## src/rtl/ddr_req_arbiter.sv

```systemverilog
// ddr_req_arbiter: five-source DDR command arbiter (VGA priority, round-robin
// for the rest with starvation override) plus a read-tag FIFO that routes
// returned read beats back to the requester that issued them.
module ddr_req_arbiter #(
    parameter int unsigned MAX_OUTSTANDING = 8,
    parameter int unsigned STARVE_LIMIT    = 64,
    parameter logic [3:0]  CMD_READ        = 4'b0011,
    parameter logic [3:0]  CMD_WRITE       = 4'b0100
) (
    input  logic         clk_133M,
    input  logic         rst_n_133M,
    input  logic         init_done,
    input  logic         vga_rd_req,
    input  logic [24:0]  vga_rd_address,
    input  logic         uart_rd_req,
    input  logic [24:0]  uart_rd_address,
    input  logic         hdr_rd_req,
    input  logic [24:0]  hdr_rd_address,
    input  logic         cam_wr_req,
    input  logic [24:0]  cam_wr_address,
    input  logic [127:0] cam_wr_data,
    input  logic         hdr_wr_req,
    input  logic [24:0]  hdr_wr_address,
    input  logic [127:0] hdr_wr_data,
    output logic         vga_rd_ack,
    output logic         cam_wr_ack,
    output logic         hdr_rd_ack,
    output logic         hdr_wr_ack,
    output logic         uart_rd_ack,
    input  logic         cmd_busy,
    output logic [3:0]   cmd,
    output logic         cmd_valid,
    output logic [24:0]  ddr_address,
    output logic [127:0] ddr_wr_data,
    input  logic         ddr_data_valid,
    input  logic [127:0] ddr_rd_data,
    output logic [127:0] vga_rd_data,
    output logic [127:0] hdr_rd_data,
    output logic [127:0] uart_rd_data,
    output logic         vga_data_valid,
    output logic         hdr_rd_valid,
    output logic         uart_data_valid,
    output logic         rd_underflow
);

    localparam int unsigned PW = (MAX_OUTSTANDING > 1) ? $clog2(MAX_OUTSTANDING) : 1;
    localparam int unsigned CW = PW + 1;
    localparam int unsigned SW = $clog2(STARVE_LIMIT + 1);

    typedef enum logic [1:0] {S_IDLE, S_ISSUE, S_HOLD} state_t;
    typedef enum logic [2:0] {SRC_VGA, SRC_CAM, SRC_HDR_RD, SRC_HDR_WR, SRC_UART} src_t;

    state_t        state_q, state_d;
    src_t          win_q, win_d;
    logic [3:0]    cmd_q, cmd_d;
    logic [24:0]   addr_q, addr_d;
    logic [127:0]  wdata_q, wdata_d;
    logic [1:0]    rr_q, rr_d;
    logic [SW-1:0] starve_q [4];
    logic [1:0]    tag_mem_q [MAX_OUTSTANDING];
    logic [PW-1:0] wr_ptr_q, rd_ptr_q;
    logic [CW-1:0] cnt_q;
    logic          underflow_q;
    logic [127:0]  vga_data_q, hdr_data_q, uart_data_q;
    logic          vga_vld_q, hdr_vld_q, uart_vld_q;

    logic          issue, win_is_rd, push, pop, rd_ok, vga_elig, found;
    logic [3:0]    nv_req, nv_elig, nv_ack;
    logic [1:0]    push_tag, pick, idx;

    // Non-VGA vectors are ordered cam wr, hdr rd, hdr wr, uart rd (bit 0..3).
    assign issue     = (state_q == S_ISSUE);
    assign win_is_rd = (win_q == SRC_VGA) || (win_q == SRC_HDR_RD) || (win_q == SRC_UART);
    assign push      = issue && win_is_rd;
    assign pop       = ddr_data_valid && (cnt_q != '0);
    assign rd_ok     = (cnt_q < CW'(MAX_OUTSTANDING));
    assign nv_req    = {uart_rd_req, hdr_wr_req, hdr_rd_req, cam_wr_req};
    assign nv_elig   = nv_req & {rd_ok, 1'b1, rd_ok, 1'b1};
    assign vga_elig  = vga_rd_req && rd_ok;
    assign nv_ack    = {issue && (win_q == SRC_UART), issue && (win_q == SRC_HDR_WR),
                        issue && (win_q == SRC_HDR_RD), issue && (win_q == SRC_CAM)};

    assign vga_rd_ack      = issue && (win_q == SRC_VGA);
    assign cam_wr_ack      = nv_ack[0];
    assign hdr_rd_ack      = nv_ack[1];
    assign hdr_wr_ack      = nv_ack[2];
    assign uart_rd_ack     = nv_ack[3];
    assign cmd_valid       = issue;
    assign cmd             = cmd_q;
    assign ddr_address     = addr_q;
    assign ddr_wr_data     = wdata_q;
    assign vga_rd_data     = vga_data_q;
    assign hdr_rd_data     = hdr_data_q;
    assign uart_rd_data    = uart_data_q;
    assign vga_data_valid  = vga_vld_q;
    assign hdr_rd_valid    = hdr_vld_q;
    assign uart_data_valid = uart_vld_q;
    assign rd_underflow    = underflow_q;

    // Tag encoding of the read being issued.
    always_comb begin
        push_tag = 2'b00;
        case (win_q)
            SRC_VGA:    push_tag = 2'b01;
            SRC_HDR_RD: push_tag = 2'b10;
            SRC_UART:   push_tag = 2'b11;
            default:    push_tag = 2'b00;
        endcase
    end

    // Next state, winner selection and capture of the winner's command.
    always_comb begin
        state_d = state_q;
        win_d   = win_q;
        cmd_d   = cmd_q;
        addr_d  = addr_q;
        wdata_d = wdata_q;
        rr_d    = rr_q;
        found   = 1'b0;
        pick    = 2'd0;
        idx     = 2'd0;
        case (state_q)
            S_IDLE: begin
                if (init_done && !cmd_busy) begin
                    for (int unsigned i = 0; i < 4; i++) begin
                        if (!found && nv_elig[i] && (starve_q[i] == SW'(STARVE_LIMIT))) begin
                            found = 1'b1;
                            pick  = 2'(i);
                        end
                    end
                    if (!found && vga_elig) begin
                        state_d = S_ISSUE;
                        win_d   = SRC_VGA;
                        cmd_d   = CMD_READ;
                        addr_d  = vga_rd_address;
                        wdata_d = '0;
                    end else begin
                        for (int unsigned k = 0; k < 4; k++) begin
                            idx = rr_q + 2'(k);
                            if (!found && nv_elig[idx]) begin
                                found = 1'b1;
                                pick  = idx;
                            end
                        end
                        if (found) begin
                            state_d = S_ISSUE;
                            win_d   = src_t'(3'(pick) + 3'd1);
                            rr_d    = pick + 2'd1;
                            case (pick)
                                2'd0: begin cmd_d = CMD_WRITE; addr_d = cam_wr_address;  wdata_d = cam_wr_data; end
                                2'd1: begin cmd_d = CMD_READ;  addr_d = hdr_rd_address;  wdata_d = '0;          end
                                2'd2: begin cmd_d = CMD_WRITE; addr_d = hdr_wr_address;  wdata_d = hdr_wr_data; end
                                default: begin cmd_d = CMD_READ; addr_d = uart_rd_address; wdata_d = '0;        end
                            endcase
                        end
                    end
                end
            end
            S_ISSUE: state_d = S_HOLD;
            S_HOLD:  state_d = S_IDLE;
            default: state_d = S_IDLE;
        endcase
    end

    // FSM and command registers.
    always_ff @(posedge clk_133M) begin
        if (!rst_n_133M) begin
            state_q <= S_IDLE;
            win_q   <= SRC_VGA;
            cmd_q   <= '0;
            addr_q  <= '0;
            wdata_q <= '0;
            rr_q    <= '0;
        end else begin
            state_q <= state_d;
            win_q   <= win_d;
            cmd_q   <= cmd_d;
            addr_q  <= addr_d;
            wdata_q <= wdata_d;
            rr_q    <= rr_d;
        end
    end

    // Starvation counters: count waiting cycles, saturate, clear on ack or idle request.
    always_ff @(posedge clk_133M) begin
        for (int unsigned i = 0; i < 4; i++) begin
            if (!rst_n_133M || !nv_req[i] || nv_ack[i]) begin
                starve_q[i] <= '0;
            end else if (starve_q[i] != SW'(STARVE_LIMIT)) begin
                starve_q[i] <= starve_q[i] + 1'b1;
            end
        end
    end

    // Tag FIFO pointers, occupancy and sticky underflow flag.
    always_ff @(posedge clk_133M) begin
        if (!rst_n_133M) begin
            wr_ptr_q    <= '0;
            rd_ptr_q    <= '0;
            cnt_q       <= '0;
            underflow_q <= 1'b0;
        end else begin
            if (push) wr_ptr_q <= wr_ptr_q + 1'b1;
            if (pop)  rd_ptr_q <= rd_ptr_q + 1'b1;
            if (ddr_data_valid && !pop) underflow_q <= 1'b1;
            cnt_q <= cnt_q + CW'(push) - CW'(pop);
        end
    end

    // Tag FIFO storage; entries are only read while the FIFO is non-empty.
    always_ff @(posedge clk_133M) begin
        if (push) tag_mem_q[wr_ptr_q] <= push_tag;
    end

    // Route each returned beat to the requester named by the oldest tag.
    always_ff @(posedge clk_133M) begin
        if (!rst_n_133M) begin
            vga_data_q  <= '0;
            hdr_data_q  <= '0;
            uart_data_q <= '0;
            vga_vld_q   <= 1'b0;
            hdr_vld_q   <= 1'b0;
            uart_vld_q  <= 1'b0;
        end else begin
            vga_vld_q  <= 1'b0;
            hdr_vld_q  <= 1'b0;
            uart_vld_q <= 1'b0;
            if (pop) begin
                case (tag_mem_q[rd_ptr_q])
                    2'b01:   begin vga_data_q  <= ddr_rd_data; vga_vld_q  <= 1'b1; end
                    2'b10:   begin hdr_data_q  <= ddr_rd_data; hdr_vld_q  <= 1'b1; end
                    2'b11:   begin uart_data_q <= ddr_rd_data; uart_vld_q <= 1'b1; end
                    default: ;
                endcase
            end
        end
    end

endmodule

```

## config.mk

```make
export PLATFORM = sky130hd
export DESIGN_NAME = ddr_req_arbiter
export DESIGN_NICKNAME = d
export VERILOG_FILES = /design/src/rtl/ddr_req_arbiter.sv
export SDC_FILE = /design/constraint.sdc
export NUM_CORES = 1
export LEC_CHECK = 0
export ABC_AREA = 1
export CAP_MARGIN = 5
export CORE_AREA = 2 2 413 415
export DETAILED_ROUTE_END_ITERATION = 10
export DIE_AREA = 0 0 415 417
export MAX_ROUTING_LAYER = met4
export SYNTH_ARGS = -nofsm -noshare
export SYNTH_HDL_FRONTEND = slang
export SYNTH_SLANG_ARGS = --single-unit
```

## constraint.sdc

```tcl
create_clock -name clk_133M -period 8.5 [get_ports clk_133M]
set_input_delay 1.7 -clock clk_133M [delete_from_list [all_inputs] [get_ports clk_133M]]
set_output_delay 1.7 -clock clk_133M [all_outputs]
set_load 0.01 [all_outputs]
```

==> results_dict.tcl <==
set metrics [dict create \
    path_clk_slew_ns 0.06 \
    yosysWarningCount 0 \
    power.net_switching_mw 4.22 \
    async_flop_share_pct 0 \
    grt_max_degree 148 \
    syn_avg_cell_area_um2 7.77 \
    path_common_cell "nand2_1" \
    post-route-min-period_ns 4.79 \
    place_congestion 0.944 \
    globalRouteTotalUtil_pct 15.6 \
    nNetsFinal 4627 \
    hold_path_depth 2 \
    grt-ovfl-total 0 \
    cp_slowest_stage_delay_ns 0.77 \
    final_common_cell "clkdlybuf4s50_1" \
    top_layer "met4" \
    min_from "rd_ptr_q[2]" \
    leakage_nw 14.9 \
    status "finished, final reports clean" \
    worst_ep_required_time_ns 9.13 \
    p_comb_share_pct 37.7 \
    numPortBuffers 1068 \
    endpoint_kind "flop" \
    drv_cap 0 \
    syn_to_final_growth_pct 61.8 \
    drcViolationCount 0 \
    final_cell_mix "clkdlybuf4s50_1, nor2_1, dfxtp_1" \
    synth_area_um2 24700 \
    final_cell_area_um2 40000 \
    drt_iter0_markers 2465 \
    clockBufferDepth 3 \
    drive_gt1_share_pct 3.96 \
    synth.distinct_cells 42 \
    cts_tree "yes" \
    rows 151 \
    synthCells 3178 \
    htreeDepth 3 \
    path_delay_family "buffers and inverters" \
    yosys.area.top_type "dfxtp_1" \
    m1WireLength_um 58700 \
    synth_ff_type "dfxtp_1" \
    routed_via_density 4.14 \
    dp_hpwl_um 104000 \
    clkPwrFrac_pct 29.7 \
    postPlaceCellArea_um2 37300 \
    ctsRootBufferMaster "clkbuf_16" \
    vias 26500 \
    r2r_start "rr_q[0]" \
    synthTopCellsByArea "dfxtp_1, nor2_1, o21ai_0" \
    antenna_found_initial 49 \
    firstDrtPassIters 5 \
    clock_latency_ns 0.72 \
    cp.arrival_ns 5.42 \
    hold-path-endpoint "rd_ptr_q[2]" \
    worst_slew_pin_slew_ns 0.984 \
    ys_seq_area_share_pct 50.9 \
    path_buf_inv 4 \
    peakVddDrop_mv 0.194 \
    ios 1070 \
    numCtsBuffers 76 \
    routedWlPerCell_um 21.8 \
    drv_slew 0 \
    core_region_area_um2 169000 \
    wl_met3_um 11100 \
    tns_ns 0 \
    dieArea_um2 173000 \
    cp_max_fo 68 \
    internal_power_mw 7.31 \
    crit_path_start_kind "input pin" \
    hold_class "flop to flop" \
    routed_wl_um 139000 \
    setup_viol 0 \
    max-slew-margin-rel_pct 34.3 \
    r2r_end "ddr_address[9]" \
    grt_pass1_vias 24600 \
    grt_first_pass_wirelength_um 190000 \
    die_x_um 415 \
    rr_worst_depth 21 \
    synth_edf_count 44 \
    fillers 18500 \
    synth.net_count 3718 \
    fmax_mhz 209 \
    cts_resized 0 \
    met2_length_um 65500 \
    seq_power_share_pct 32.6 \
    start_util_pct 14.7 \
    worst-r2r-setup-slack_ns 4.49 \
    cp_cell_sequence "clkdlybuf4s50_1, inv_1, nor2_1, nand4_1, nand2_1, nor2_4, nand3_2, buf_4, nand2_1, nand2_4, buf_4, nand2_1, a21oi_1" \
    hold_viol_final 0 \
    ant_nets 0 \
    timing_worst_setup_path_type "input pin to flop" \
    rsz0062_at_grt "no" \
    clock-sinks 606 \
    post_cts_buffers 0 \
    fin_skew_ns 0.0349 \
    crit_slowest_cell "buf_4" \
    yosys.area.top_type_share_pct 45.5 \
    power.density_nw_per_um2 288 \
    cp.depth 13 \
    ys_ff_latch 606 \
    switching_share_pct 36.6 \
    postCtsHoldBufs 0 \
    post-route-period-util_pct 56.4 \
    die_h_um 417 \
]
-- logic make-up (layout without fill, tap and decap cells) --
group / Yosys count / in the layout / share of synthesized area [%]
flip-flops: 606 / 606 / 50.9
XOR/XNOR: 14 / 14 / 0.527
buffers and inverters: 343 / 1306 / 6.23
other: 1 / 37 / 0.0152
AND/OR/NAND/NOR: 1463 / 1463 / 24.4
AO/OA/AOI/OAI: 730 / 730 / 16.9
adder cells (fa/ha/maj): 21 / 21 / 1.09
-- final cells by class --
class / count / area [µm²] / area share [%]
clock inverter: 16 / 300 / 0.751
inverter: 83 / 328 / 0.820
tap: 2218 / 2780 / 6.94
multi-input combinational: 2229 / 10700 / 26.7
clock buffer: 116 / 2290 / 5.72
timing repair buffer: 1091 / 11000 / 27.4
sequential: 606 / 12600 / 31.4
antenna: 36 / 90.1 / 0.225
-- metal layers --
layer,vias up,track usage [%]
met2,1058,24.4
met3,177,4.38
met5,-,-
met4,0,5.29
met1,12700,19.2
li1,12500,-
-- cells in the mapped netlist (4+ instances only) --
cell,count
nor4_1,4
nor3_1,9
nand2_1,353
o21ai_1,7
o21ai_0,440
buf_1,4
nand3_1,20
a21oi_1,146
nor2_1,897
buf_2,107
buf_6,11
clkbuf_1,127
a22o_1,128
dfxtp_1,562
nand4_1,166
inv_2,5
buf_4,8
o32ai_1,4
xnor2_1,4
inv_1,76
xor2_1,9
ha_1,20
edfxtp_1,44
-- registers in the layout, indices dropped and copies added (netlist names), 2 cells and up, named ones only --
name	cells
wr_ptr_q	3
cnt_q	4
rr_q	2
hdr_rd_data	128
rd_ptr_q	3
cmd	2
win_q	2
state_q	2
tag_mem_q	16
starve_q	28
uart_rd_data	128
ddr_address	25
vga_rd_data	128
ddr_wr_data	128
-- worst reg2reg max path, cell delays in order (launching register included) --
cell	delay (ns)
dfxtp_1	0.59
inv_2	0.19
a21boi_1	0.27
nor2_1	0.11
a21oi_2	0.15
nand2_1	0.07
nand3_1	0.06
nand3_1	0.06
nand2_1	0.08
nand2_1	0.05
nand3_1	0.15
inv_1	0.13
ha_1	0.19
inv_1	0.63
buf_4	0.43
nand4_1	0.22
o21ai_0	0.13
nand2_1	0.07
o21ai_0	0.09
nand2_1	0.07
nand2_1	0.09
nor2_1	0.04
-- how the worst max path moves through the flow --
stage | slack (ns) | end | from
after floorplan | 4.09 | ddr_wr_data[124] | uart_rd_req
after global placement | 3.05 | ddr_address[9] | cam_wr_req
after detailed placement | 3.03 | ddr_wr_data[110] | hdr_rd_req
after CTS | 3.62 | cam_wr_ack | state_q[0]
after global routing | 3.48 | ddr_wr_data[91] | hdr_rd_req
final | 3.71 | ddr_wr_data[110] | hdr_rd_req
-- through the flow --
stage	cells	total power, mW	setup WS (ns)	util (%)	hold WS (ns)
CTS	6359	11.6	3.62	23.7	0.463
finish	6395	11.5	3.71	23.7	0.460
floorplan	3178	5.87	4.09	-	0.433
global placement	6227	8.14	3.05	22.1	0.450
detailed placement	6227	8.16	3.03	22.1	0.454
global route	6393	12.1	3.48	23.7	0.478
-- power by group through the flow --
stage,registers (mW),clock network [mW],logic [mW]
2_1_floorplan,4.01,0,1.86
3_3_place_gp,3.79,0,4.35
3_5_place_dp,3.81,0,4.36
4_1_cts,3.76,3.50,4.37
5_1_grt,3.82,3.61,4.67
6_report,3.76,3.42,4.35
No activity file was read; power rests on OpenSTA's default activity.
